--- src/rtl/opt_pipe_sequencer.sv ---
// Deterministic operand sequencer driving a two-stage cancelling XOR/ADD pipeline,
// checking each result against the delayed operand and reporting errors.
module opt_pipe_sequencer #(
  parameter int unsigned NUM_VEC = 256,
  parameter logic [7:0]  SEED    = 8'hA5
) (
  input  logic        CLK100MHZ,
  input  logic        CPU_RESETN,
  input  logic        start,
  input  logic        mode,
  input  logic        err_inject,
  output logic        busy,
  output logic        done,
  output logic        pass,
  output logic [7:0]  err_cnt,
  output logic [15:0] first_fail,
  output logic [7:0]  last_result
);

  localparam logic [7:0]  SEED_EFF = (SEED == 8'h00) ? 8'h01 : SEED;
  localparam logic [15:0] LAST_IDX = 16'(NUM_VEC - 1);

  typedef enum logic [1:0] {IDLE, RUN, DRAIN, DONE} state_t;

  state_t      state;
  logic        run_mode;
  logic [7:0]  lfsr;
  logic [15:0] idx;

  logic        st0_valid, st0_err;
  logic [7:0]  st0_d, st0_a, st0_b;
  logic [15:0] st0_idx;
  logic        st1_valid;
  logic [7:0]  st1_d, st1_a;
  logic [15:0] st1_idx;

  logic [7:0]  op_a, op_b, lfsr_next, st0_calc, st1_calc, err_next;
  logic        mismatch, accept;

  always_comb begin
    op_a      = lfsr;
    op_b      = {lfsr[3:0], lfsr[7:4]} ^ idx[7:0];
    lfsr_next = (lfsr >> 1) ^ (lfsr[0] ? 8'hB8 : 8'h00);
    st0_calc  = run_mode ? (op_a + op_b) : (op_a ^ op_b);
    st1_calc  = (run_mode ? (st0_d - st0_b) : (st0_d ^ st0_b)) ^ {7'b0, st0_err};
    mismatch  = st1_valid && (st1_d != st1_a);
    err_next  = (mismatch && (err_cnt != 8'hFF)) ? err_cnt + 8'd1 : err_cnt;
    accept    = start && ((state == IDLE) || (state == DONE));
  end

  always_ff @(posedge CLK100MHZ) begin
    if (!CPU_RESETN) begin
      state       <= IDLE;
      run_mode    <= 1'b0;
      lfsr        <= SEED_EFF;
      idx         <= '0;
      st0_valid   <= 1'b0;
      st0_err     <= 1'b0;
      st0_d       <= '0;
      st0_a       <= '0;
      st0_b       <= '0;
      st0_idx     <= '0;
      st1_valid   <= 1'b0;
      st1_d       <= '0;
      st1_a       <= '0;
      st1_idx     <= '0;
      busy        <= 1'b0;
      done        <= 1'b0;
      pass        <= 1'b0;
      err_cnt     <= '0;
      first_fail  <= '1;
      last_result <= '0;
    end else if (accept) begin
      state       <= RUN;
      run_mode    <= mode;
      lfsr        <= SEED_EFF;
      idx         <= '0;
      st0_valid   <= 1'b0;
      st1_valid   <= 1'b0;
      err_cnt     <= '0;
      first_fail  <= '1;
      last_result <= '0;
      busy        <= 1'b1;
      done        <= 1'b0;
      pass        <= 1'b0;
    end else begin
      // Stage 0 loads one vector per RUN cycle; stage 1 and compare always advance.
      st0_valid <= (state == RUN);
      if (state == RUN) begin
        st0_d   <= st0_calc;
        st0_a   <= op_a;
        st0_b   <= op_b;
        st0_idx <= idx;
        st0_err <= err_inject;
        lfsr    <= lfsr_next;
        idx     <= idx + 16'd1;
        if (idx == LAST_IDX) state <= DRAIN;
      end
      st1_valid <= st0_valid;
      st1_d     <= st1_calc;
      st1_a     <= st0_a;
      st1_idx   <= st0_idx;
      if (st1_valid) begin
        err_cnt     <= err_next;
        last_result <= st1_d;
        if (mismatch && (first_fail == 16'hFFFF)) first_fail <= st1_idx;
      end
      // Last compare happens when stage 1 is valid with nothing left behind it.
      if ((state == DRAIN) && st1_valid && !st0_valid) begin
        state <= DONE;
        busy  <= 1'b0;
        done  <= 1'b1;
        pass  <= (err_next == 8'h00);
      end
    end
  end

endmodule

--- config.mk ---
export PLATFORM = sky130hd
export DESIGN_NAME = opt_pipe_sequencer
export DESIGN_NICKNAME = d
export VERILOG_FILES = /design/src/rtl/opt_pipe_sequencer.sv
export SDC_FILE = /design/constraint.sdc
export NUM_CORES = 1
export LEC_CHECK = 0
export ABC_CLOCK_PERIOD_IN_PS = 4200
export CAP_MARGIN = 10
export CORE_ASPECT_RATIO = 0.75
export CORE_UTILIZATION = 65
export CTS_CLUSTER_DIAMETER = 80
export DETAILED_ROUTE_END_ITERATION = 6
export DONT_BUFFER_PORTS = 1
export PLACE_DENSITY = 0.81
export SETUP_SLACK_MARGIN = 0.02
export SYNTH_ARGS = -nofsm -noshare
export SYNTH_HDL_FRONTEND = slang
export SYNTH_SLANG_ARGS = --single-unit
export TNS_END_PERCENT = 10
--- constraint.sdc ---
create_clock -name CLK100MHZ -period 4.2 [get_ports CLK100MHZ]
set_clock_uncertainty 0.15 [all_clocks]
set_input_delay 0.21 -clock CLK100MHZ [delete_from_list [all_inputs] [get_ports CLK100MHZ]]
set_output_delay 0.21 -clock CLK100MHZ [all_outputs]
set_load 0.1 [all_outputs]
# Word level (Yosys, flattened, before mapping)
# Index checks and enable logic that the tools add are counted.
[totals]
regBits = 137
out_inout_bits = 35
[op_classes]
n_eq_ne = 7
n_mux = 10
n_bitwise = 7
reduce_logical = 20
n_addsub = 4
[op_table]
columns = ["operator", "n"]
rows = [
  ["8-bit two-way mux", 4],
  ["8-bit bitwise XOR", 3],
  ["16-bit by 1-bit adder with 16-bit output (second input constant)", 1],
  ["16-bit == test (second input constant)", 1],
  ["16-bit by 8-bit == test with 1-bit output (second input constant)", 1],
  ["8-bit by 1-bit adder with 8-bit output (second input constant)", 1],
  ["8-bit adder", 1],
  ["8-bit zero test", 1],
  ["8-bit != test", 1],
  ["8-bit != test (second input constant)", 1],
  ["2-bit AND reduction", 4],
  ["8-bit subtractor", 1],
  ["7-bit by 8-bit bitwise XOR with 8-bit output", 1],
  ["8-bit by 1-bit bitwise XOR with 8-bit output", 1],
  ["1-bit logical AND", 6],
  ["2-bit two-way mux", 3],
  ["2-bit nonzero test", 3],
  ["3-bit nonzero test", 2],
  ["2-bit == test (second input constant)", 2],
  ["1-bit two-way mux", 3],
  ["2-bit by 1-bit == test with 1-bit output (second input constant)", 1],
  ["2-bit zero test", 1],
  ["1-bit inverter", 2],
  ["2-bit OR reduction", 1],
  ["2 further kinds", 2],
]

# Logic depth before layout (Yosys ltp)
# Gate-level depths: netlist of run 1.
[logic_depth]
ltp_word = 5
mapped_depth = 10

# Worst setup path before layout of run 1
# Ideal clock, no wire load.
[synth_path]
kind = "register to register"
startpoint = "register err_cnt[0]"
endpoint = "register pass"
slack_ns = 1.670
t_arrival_ns = 2.311
setup_time_ns = 0.069
stages_incl_launch_ff = 8
path_buffers = 0
period_less_slack_ns = 2.530
cell_sequence = "dfxtp_1 -> ha_1 -> inv_1 -> a311o_1 -> a21oi_1 -> mux2i_1 -> o2111ai_1 -> o21ai_1"
[synth_between]
elab_chain_cells = 4
word_cells_on_any_way = 5
classes_between = "add/sub (1); eq/ne (1); mux (1); reduce/logical (2)"
[synth_rtl]
columns = ["item", "line_no", "text"]
rows = [
  ["start: declaration", "15", "output logic [7:0] err_cnt,"],
  ["start signal: assignment", "104", "err_cnt <= err_next;"],
  ["branches (longest 2 deep; another with 8-bit by 1-bit adder with 8-bit output)", "--", ""],
  ["8-bit two-way mux *", "47", "err_next = (mismatch && (err_cnt != 8'hFF)) ? err_cnt + 8'd1 : err_cnt;"],
  ["8-bit zero test *", "113", "pass <= (err_next == 8'h00);"],
  ["end signal: assignment", "113", ""],
  ["end: declaration", "14", "output logic pass,"],
]
# Mark *: on every way between the ends.
# A chain may end at the register's enable or synchronous reset.

# Worst setup path in the final report of run 1
[layout_path]
startpoint = "register err_cnt[3]"
endpoint = "register pass"
# Same word-level chain as after synthesis.

==> results.sh, run 1 <==
export IMPL_run_status="complete, but fails checks"
export IMPL_violations_in_the_final_reports="design-rule violations"
export IMPL_proportion_of_power_drawn_by_the_clock_network_pct=44.8
export IMPL_clkSinkCount=137
export IMPL_die_width_um=112
export IMPL_criticalPathCategory="reg -> reg"
export IMPL_pwr_share_seq_pct=43.5
export IMPL_r2r_cells=5
export IMPL_cts_hold_buffers=3
export IMPL_drt_vias_per_instance=5.92
export IMPL_clock_path_buffers=2
export IMPL_drive_above_1_share_pct=10.1
export IMPL_tritoncts="yes"
export IMPL_p_comb_share_pct=11.7
export IMPL_final_hold_violation_count=0
export IMPL_hp_start="start"
export IMPL_static_leakage_power_nw=2.58
export IMPL_synthDistinctLibCells=53
export IMPL_synth_compound_gate_area_share_pct=11.9
export IMPL_grt_total_usage_pct=30.1
export IMPL_synth_seq_cells=137
export IMPL_critical_path_startpoint_type="flip-flop"
export IMPL_yosys_synthesis_warning_count=0
export IMPL_share_of_synthesized_flip_flops_with_an_asynchronous_set_or_reset_pct=0
export IMPL_detail_route_wl_per_cell_um=16.7
export IMPL_synthFlopType="sky130_fd_sc_hd__dfxtp_1"
export IMPL_place_gp_congestion=0.893
export IMPL_min_delay_path_depth=4
export IMPL_synthXorXnorAreaFrac_pct=6.86
export IMPL_synth_enable_flop_cells=0
export IMPL_period_needed_ns=2.75
export IMPL_endpoint_kind="flip-flop"
export IMPL_cts_inserted_buffers=17
export IMPL_clock_root_buffer="sky130_fd_sc_hd__clkbuf_16"
export IMPL_worst_ep_required_time_ns=4.35
export IMPL_worst_pin_slew_ns=1.19
export IMPL_hold_path_class="in -> reg"
export IMPL_ys_seq_area_share_pct=46.7
export IMPL_grt_antenna_before_repair=0
export IMPL_drt_drc_violations_left=4
export IMPL_synth_nets=682
export IMPL_global_route_peak_usage_layer="met2"
export IMPL_final_cell_mix="137 x sky130_fd_sc_hd__dfxtp_1, 99 x sky130_fd_sc_hd__nand2_1, 71 x sky130_fd_sc_hd__nor2_1, 48 x sky130_fd_sc_hd__a21oi_1, 42 x sky130_fd_sc_hd__mux2i_1"
export IMPL_fp_dieH_um=84.3
export IMPL_syn2layout_area_growth_pct=13.5
export IMPL_boundaryPins=40
export IMPL_full_die_area_um2=9420
export IMPL_drt_first_iter_violations=487
export IMPL_power_density_nw_per_um2=481
export IMPL_critical_path_peak_fanout=8
export IMPL_timing_slew_headroom_pct=20.3
export IMPL_cts_resized_gates=0
export IMPL_drt_pass1_iterations=7
export IMPL_synth_area_um2=5870
export IMPL_grtUsageMet3_pct=10.5
export IMPL_placement_io_buffers=0
export IMPL_worstPathArrival_ns=2.91
export IMPL_start_util_pct=68.3
export IMPL_totalWireLength_mm=13.2
export IMPL_slowest_cell_on_the_critical_path="sky130_fd_sc_hd__dfxtp_1"
export IMPL_power_switching_fraction_pct=25.3
export IMPL_min_delay_worst_endpoint="st1_a[0]"
export IMPL_biggest_cell_delay_along_the_critical_path_ns=1.09
export IMPL_post_cts_setup_buffers=0
export IMPL_worst_hold_slack_ns=0.112
export IMPL_place_detailed_hpwl_mm=8.57
export IMPL_globalRouteOverflowTotal=0
export IMPL_maxCapViolCount=0
export IMPL_antenna_left=0
export IMPL_post_route_period_util_pct=65.5
export IMPL_combinational_family_with_the_most_area_after_synthesis="simple AND/OR/NAND/NOR gates"
export IMPL_post_synth_inst_count=657
export IMPL_post_synth_mux_area_share_pct=7.16
export IMPL_vdd_drop_max_mv=0.426
export IMPL_final_max_slew_violation_count=0
export IMPL_grt_setup_unrepaired="no"
export IMPL_first_global_vias=4671
export IMPL_gr_usage_met2_pct=47.8
export IMPL_fmax_mhz=363
export IMPL_largest_net_degree_at_the_start_of_global_routing=70
export IMPL_synth_simple_gate_area_share_pct=19.2
export IMPL_floorplan_core_area_um2=8600
export IMPL_num_nets_final=694
export IMPL_reg2reg_slack_ns=1.45
export IMPL_r2r_end="pass"
export IMPL_syn_area_per_cell_um2=8.94
export IMPL_setup_violations=0
export IMPL_cts_htree_levels=4
export IMPL_synthAdderAreaFrac_pct=4.52
export IMPL_internal_power_mw=2.40
export IMPL_insertion_delay_ns=0.42
export IMPL_setup_tns_final_ns=0
export IMPL_clk_transition_reported_paths_ns=0.06
export IMPL_switch_pwr_mw=0.811
export IMPL_vias=4672
export IMPL_grt_pass1_wl_mm=22.1
export IMPL_crit_path_cell_chain="and4_4 > a41oi_1 > and4b_1 > o2111ai_1 > o21ai_1"
export IMPL_use_met1_pct=37.5
export IMPL_antenna_cells=0
export IMPL_std_cell_rows=29
export IMPL_layout_commonest_cell="sky130_fd_sc_hd__dfxtp_1"
export IMPL_post_route_util_pct=77.5
export IMPL_worst_r2r_startpoint="err_cnt[3]"
registers in the layout, indices dropped and copies added (netlist names), 2 cells and up:
name and cells:
st0_idx 16, last_result 8, lfsr 8, st1_idx 16, st0_b 8, st0_d 8
err_cnt 8, st1_a 8, first_fail 16, state 2, idx 16, st0_a 8
st1_d 8
final cells by class:
cell class / count / area, µm²
Clock buffer: 22 / 474
Clock inverter: 9 / 97.6
Fill cell: 573 / 1940
Inverter: 18 / 67.6
Multi-Input combinational cell: 465 / 2910
Sequential cell: 137 / 2740
Tap cell: 108 / 135
Timing Repair Buffer: 30 / 233
kinds of logic (layout without fill, tap and decap cells):
kind of cell	after synthesis	in the layout
multiplexers	42	42
XOR/XNOR	46	46
AO/OA/AOI/OAI	114	114
flip-flops	137	137
adder cells (fa/ha/maj)	20	20
AND/OR/NAND/NOR	243	243
buffers and inverters	55	79
per-layer routing:
metal | share of wire (%) | vias to the layer above
li1 | - | 2253
met1 | 44 | 2222
met2 | 46 | 155
met3 | 7.0 | 42
met4 | 2.4 | 0
met5 | 0 | -
critical path, delay by kind of cell (launching register included):
family          cells  cell delay [ns]
compound gates      3             0.60
flops               1             1.09
simple gates        2             0.78
metrics by stage:
| stage | setup slack [ns] | power [mW] | instance area (µm²) | std cells |
|---|---|---|---|---|
| after floorplan | 1.67 | 1.70 | 5870 | 657 |
| after global placement | 1.63 | 1.76 | 6060 | 755 |
| after detailed placement | 1.49 | 1.78 | 6060 | 755 |
| after CTS | 1.46 | 3.21 | 6660 | 789 |
| after global routing | 1.39 | 3.32 | 6660 | 789 |
| final | 1.45 | 3.21 | 6660 | 789 |
power by group through the flow:
stage	sequential, mW	combinational, mW	clock (mW)
after global placement	1.42	0.346	0
final	1.39	0.377	1.44
after floorplan	1.42	0.276	0
after detailed placement	1.42	0.359	0
after global routing	1.40	0.410	1.51
after CTS	1.39	0.371	1.45
worst max path at each step:
| stage | from | to | slack, ns | cells past startpoint |
|---|---|---|---|---|
| 6_report | err_cnt[3] | pass | 1.45 | 5 |
| 5_1_grt | err_cnt[3] | pass | 1.39 | 5 |
| 4_1_cts | err_cnt[3] | pass | 1.46 | 5 |
| 3_5_place_dp | err_cnt[3] | pass | 1.49 | 5 |
| 3_3_place_gp | err_cnt[3] | pass | 1.63 | 5 |
| 2_1_floorplan | err_cnt[0] | pass | 1.67 | 7 |
synthesized netlist by cell type, drive strengths merged (10+ instances only):
cell / n / area [µm²]
dfxtp: 137 / 2740
nand2b: 12 / 75.1
ha: 18 / 225
mux2i: 42 / 420
o21ai: 30 / 150
and3: 10 / 62.6
nand3: 16 / 85.1
nand2: 100 / 378
nor2: 71 / 267
clkbuf: 29 / 110
xor2: 31 / 272
a21oi: 48 / 240
xnor2: 15 / 131
inv: 18 / 67.6
No activity file was read; power rests on OpenSTA's default activity.
==> run 2: changes to the inputs <==
--- a/config.mk
+++ b/config.mk
@@ -5,14 +5,14 @@
 export SDC_FILE = /design/constraint.sdc
 export NUM_CORES = 1
 export LEC_CHECK = 0
-export ABC_CLOCK_PERIOD_IN_PS = 4200
+export ABC_CLOCK_PERIOD_IN_PS = 2800
 export CAP_MARGIN = 10
 export CORE_ASPECT_RATIO = 0.75
-export CORE_UTILIZATION = 65
+export CORE_UTILIZATION = 63
 export CTS_CLUSTER_DIAMETER = 80
 export DETAILED_ROUTE_END_ITERATION = 6
 export DONT_BUFFER_PORTS = 1
-export PLACE_DENSITY = 0.81
+export PLACE_DENSITY = 0.79
 export SETUP_SLACK_MARGIN = 0.02
 export SYNTH_ARGS = -nofsm -noshare
 export SYNTH_HDL_FRONTEND = slang
==> constraint.sdc (replaced) <==
create_clock -name CLK100MHZ -period 2.8 [get_ports CLK100MHZ]
set_clock_uncertainty 0.15 [all_clocks]
set_input_delay 0.14 -clock CLK100MHZ [delete_from_list [all_inputs] [get_ports CLK100MHZ]]
set_output_delay 0.14 -clock CLK100MHZ [all_outputs]
set_load 0.1 [all_outputs]
==> results.sh, run 2 (synthesized netlist as in run 1, its figures left out) <==
export IMPL_hp_start="err_inject"
export IMPL_period_needed_ns=2.64
export IMPL_vdd_drop_max_mv=0.409
export IMPL_antenna_left=0
export IMPL_die_width_um=113
export IMPL_setup_violations=0
export IMPL_setup_tns_final_ns=0
export IMPL_grt_pass1_wl_mm=22.1
export IMPL_finalInstanceArea_um2=6880
export IMPL_detail_route_wl_per_cell_um=16.3
export IMPL_endpoint_kind="flip-flop"
export IMPL_place_gp_congestion=0.897
export IMPL_dpl_instance_area_um2=6210
export IMPL_drt_pass1_iterations=5
export IMPL_place_detailed_hpwl_mm=9.03
export IMPL_totalWireLength_mm=13.5
export IMPL_worst_setup_path_startpoint="idx[1]"
export IMPL_biggest_cell_delay_along_the_critical_path_ns=0.49
export IMPL_slowest_cell_on_the_critical_path="sky130_fd_sc_hd__dfxtp_1"
export IMPL_insertion_delay_ns=0.42
export IMPL_criticalPathCategory="reg -> reg"
export IMPL_timing_slew_headroom_pct=49.0
export IMPL_crit_path_cell_chain="xor2_2 > ha_1 > a21o_1 > a21o_1 > a21o_1 > a2111oi_4 > o41ai_1 > a31oi_1"
export IMPL_nFillCells=593
export IMPL_hold_path_class="in -> reg"
export IMPL_full_die_area_um2=9710
export IMPL_grt_setup_unrepaired="no"
export IMPL_cts_htree_levels=4
export IMPL_final_seq_area_um2=2740
export IMPL_layout_commonest_cell="sky130_fd_sc_hd__dfxtp_1"
export IMPL_power_density_nw_per_um2=724
export IMPL_finish_cell_count_without_fillers=827
export IMPL_fmax_mhz=379
export IMPL_area_of_the_multi_input_gates_um2=2920
export IMPL_largest_net_degree_at_the_start_of_global_routing=65
export IMPL_antenna_cells=0
export IMPL_critical_path_peak_fanout=5
export IMPL_tritoncts="yes"
export IMPL_cpLargestDelayFamily="compound AO/OA/AOI/OAI gates"
export IMPL_post_route_period_util_pct=94.1
export IMPL_cts_inserted_buffers=17
export IMPL_maxCapViolCount=0
export IMPL_clk_transition_reported_paths_ns=0.06
export IMPL_grt_total_usage_pct=29.5
export IMPL_boundaryPins=40
export IMPL_first_global_vias=4564
export IMPL_drt_drc_violations_left=0
export IMPL_floorplan_core_area_um2=9050
export IMPL_placement_io_buffers=0
export IMPL_clkSinkCount=137
export IMPL_final_max_slew_violation_count=0
export IMPL_globalRouteOverflowTotal=0
export IMPL_start_util_pct=64.9
export IMPL_final_hold_violation_count=0
export IMPL_final_cell_mix="137 x sky130_fd_sc_hd__dfxtp_1, 99 x sky130_fd_sc_hd__nand2_1, 71 x sky130_fd_sc_hd__nor2_1, 48 x sky130_fd_sc_hd__a21oi_1, 44 x sky130_fd_sc_hd__buf_4"
export IMPL_number_of_buffer_and_inverter_stages_on_the_critical_path=0
export IMPL_worst_pin_slew_ns=0.765
export IMPL_clock_path_buffers=2
export IMPL_syn2layout_area_growth_pct=17.2
export IMPL_grt_antenna_before_repair=0
export IMPL_worst_r2r_startpoint="idx[1]"
export IMPL_worst_ep_required_time_ns=2.97
export IMPL_run_status="complete, no violations"
export IMPL_worst_hold_slack_ns=0.276
export IMPL_clock_root_buffer="sky130_fd_sc_hd__clkbuf_16"
export IMPL_std_cell_rows=30
export IMPL_crit_path_frequent_cell="sky130_fd_sc_hd__a21o_1"
export IMPL_drive_above_1_share_pct=12.3
export IMPL_worstPathArrival_ns=2.81
export IMPL_critical_path_startpoint_type="flip-flop"
export IMPL_vias=4807
export IMPL_post_cts_setup_buffers=0
export IMPL_placed_cells_incl_taps=792
export IMPL_fp_dieH_um=85.6
export IMPL_num_nets_final=712
export IMPL_drt_first_iter_violations=434
export IMPL_drt_vias_per_instance=5.81
export IMPL_static_leakage_power_nw=2.70
[run 2: cell types whose count changed in the layout (fill, tap and decap cells not counted), sizes merged]
cell / change
buf: +17
clkbuf: +1
bufinv: +2
clkinv: -3
dlygate4sd3: +1
[run 2: metrics by stage]
stage / setup WS (ns) / power, mW / utilization (%)
floorplan: 0.270 / 2.55 / -
global placement: 0.386 / 2.65 / 68.7
detailed placement: 0.225 / 2.67 / 68.7
CTS: 0.197 / 4.99 / 76.0
global route: 0.0914 / 5.16 / 76.1
finish: 0.164 / 4.98 / 76.1
[run 2: worst paths after layout]
check	end	slack (ns)	cells after the start
worst max-delay path	st0_d[7]	0.16	8
worst min-delay path	st0_err	0.28	3
worst max register to register	st0_d[7]	0.16	8
worst min register to register	st1_idx[6]	0.30	2
[run 2: worst reg2reg max path, delay by kind of cell, from the launching register on]
kind                     cells  cell delay (ns)
adder cells (fa/ha/maj)      1             0.32
XOR/XNOR                     1             0.30
AO/OA/AOI/OAI                6             1.28
flip-flops                   1             0.49
[run 2: layout make-up]
cell class / count / area share (%)
well taps: 128 / 2.33
clock buffers: 23 / 6.95
repair buffers: 48 / 5.38
inverters: 18 / 0.982
clock inverters: 8 / 2.07
multi-input cells: 465 / 42.4
flip-flops and latches: 137 / 39.9
[run 2: what timing repair did]
action,CTS,global route
resized for setup,0,1
endpoints found under the hold margin,31,0
hold buffers,4,0
endpoints found under the setup margin,0,1
[run 2: power by group]
part | switching, mW | internal (mW) | leakage (nW)
clock | 0.774 | 1.55 | 0.303
sequential | 0.0613 | 2.02 | 1.11
combinational | 0.360 | 0.219 | 1.28
total | 1.20 | 3.78 | 2.70
[run 2: metal layers]
| metal | global-route usage, % | wire length, µm | up-vias |
|---|---|---|---|
| met5 | 0 | 0 | - |
| met4 | 11.1 | 210 | 0 |
| met3 | 7.35 | 739 | 29 |
| met2 | 47.6 | 6380 | 173 |
| met1 | 38.3 | 6130 | 2311 |
| li1 | - | - | 2294 |
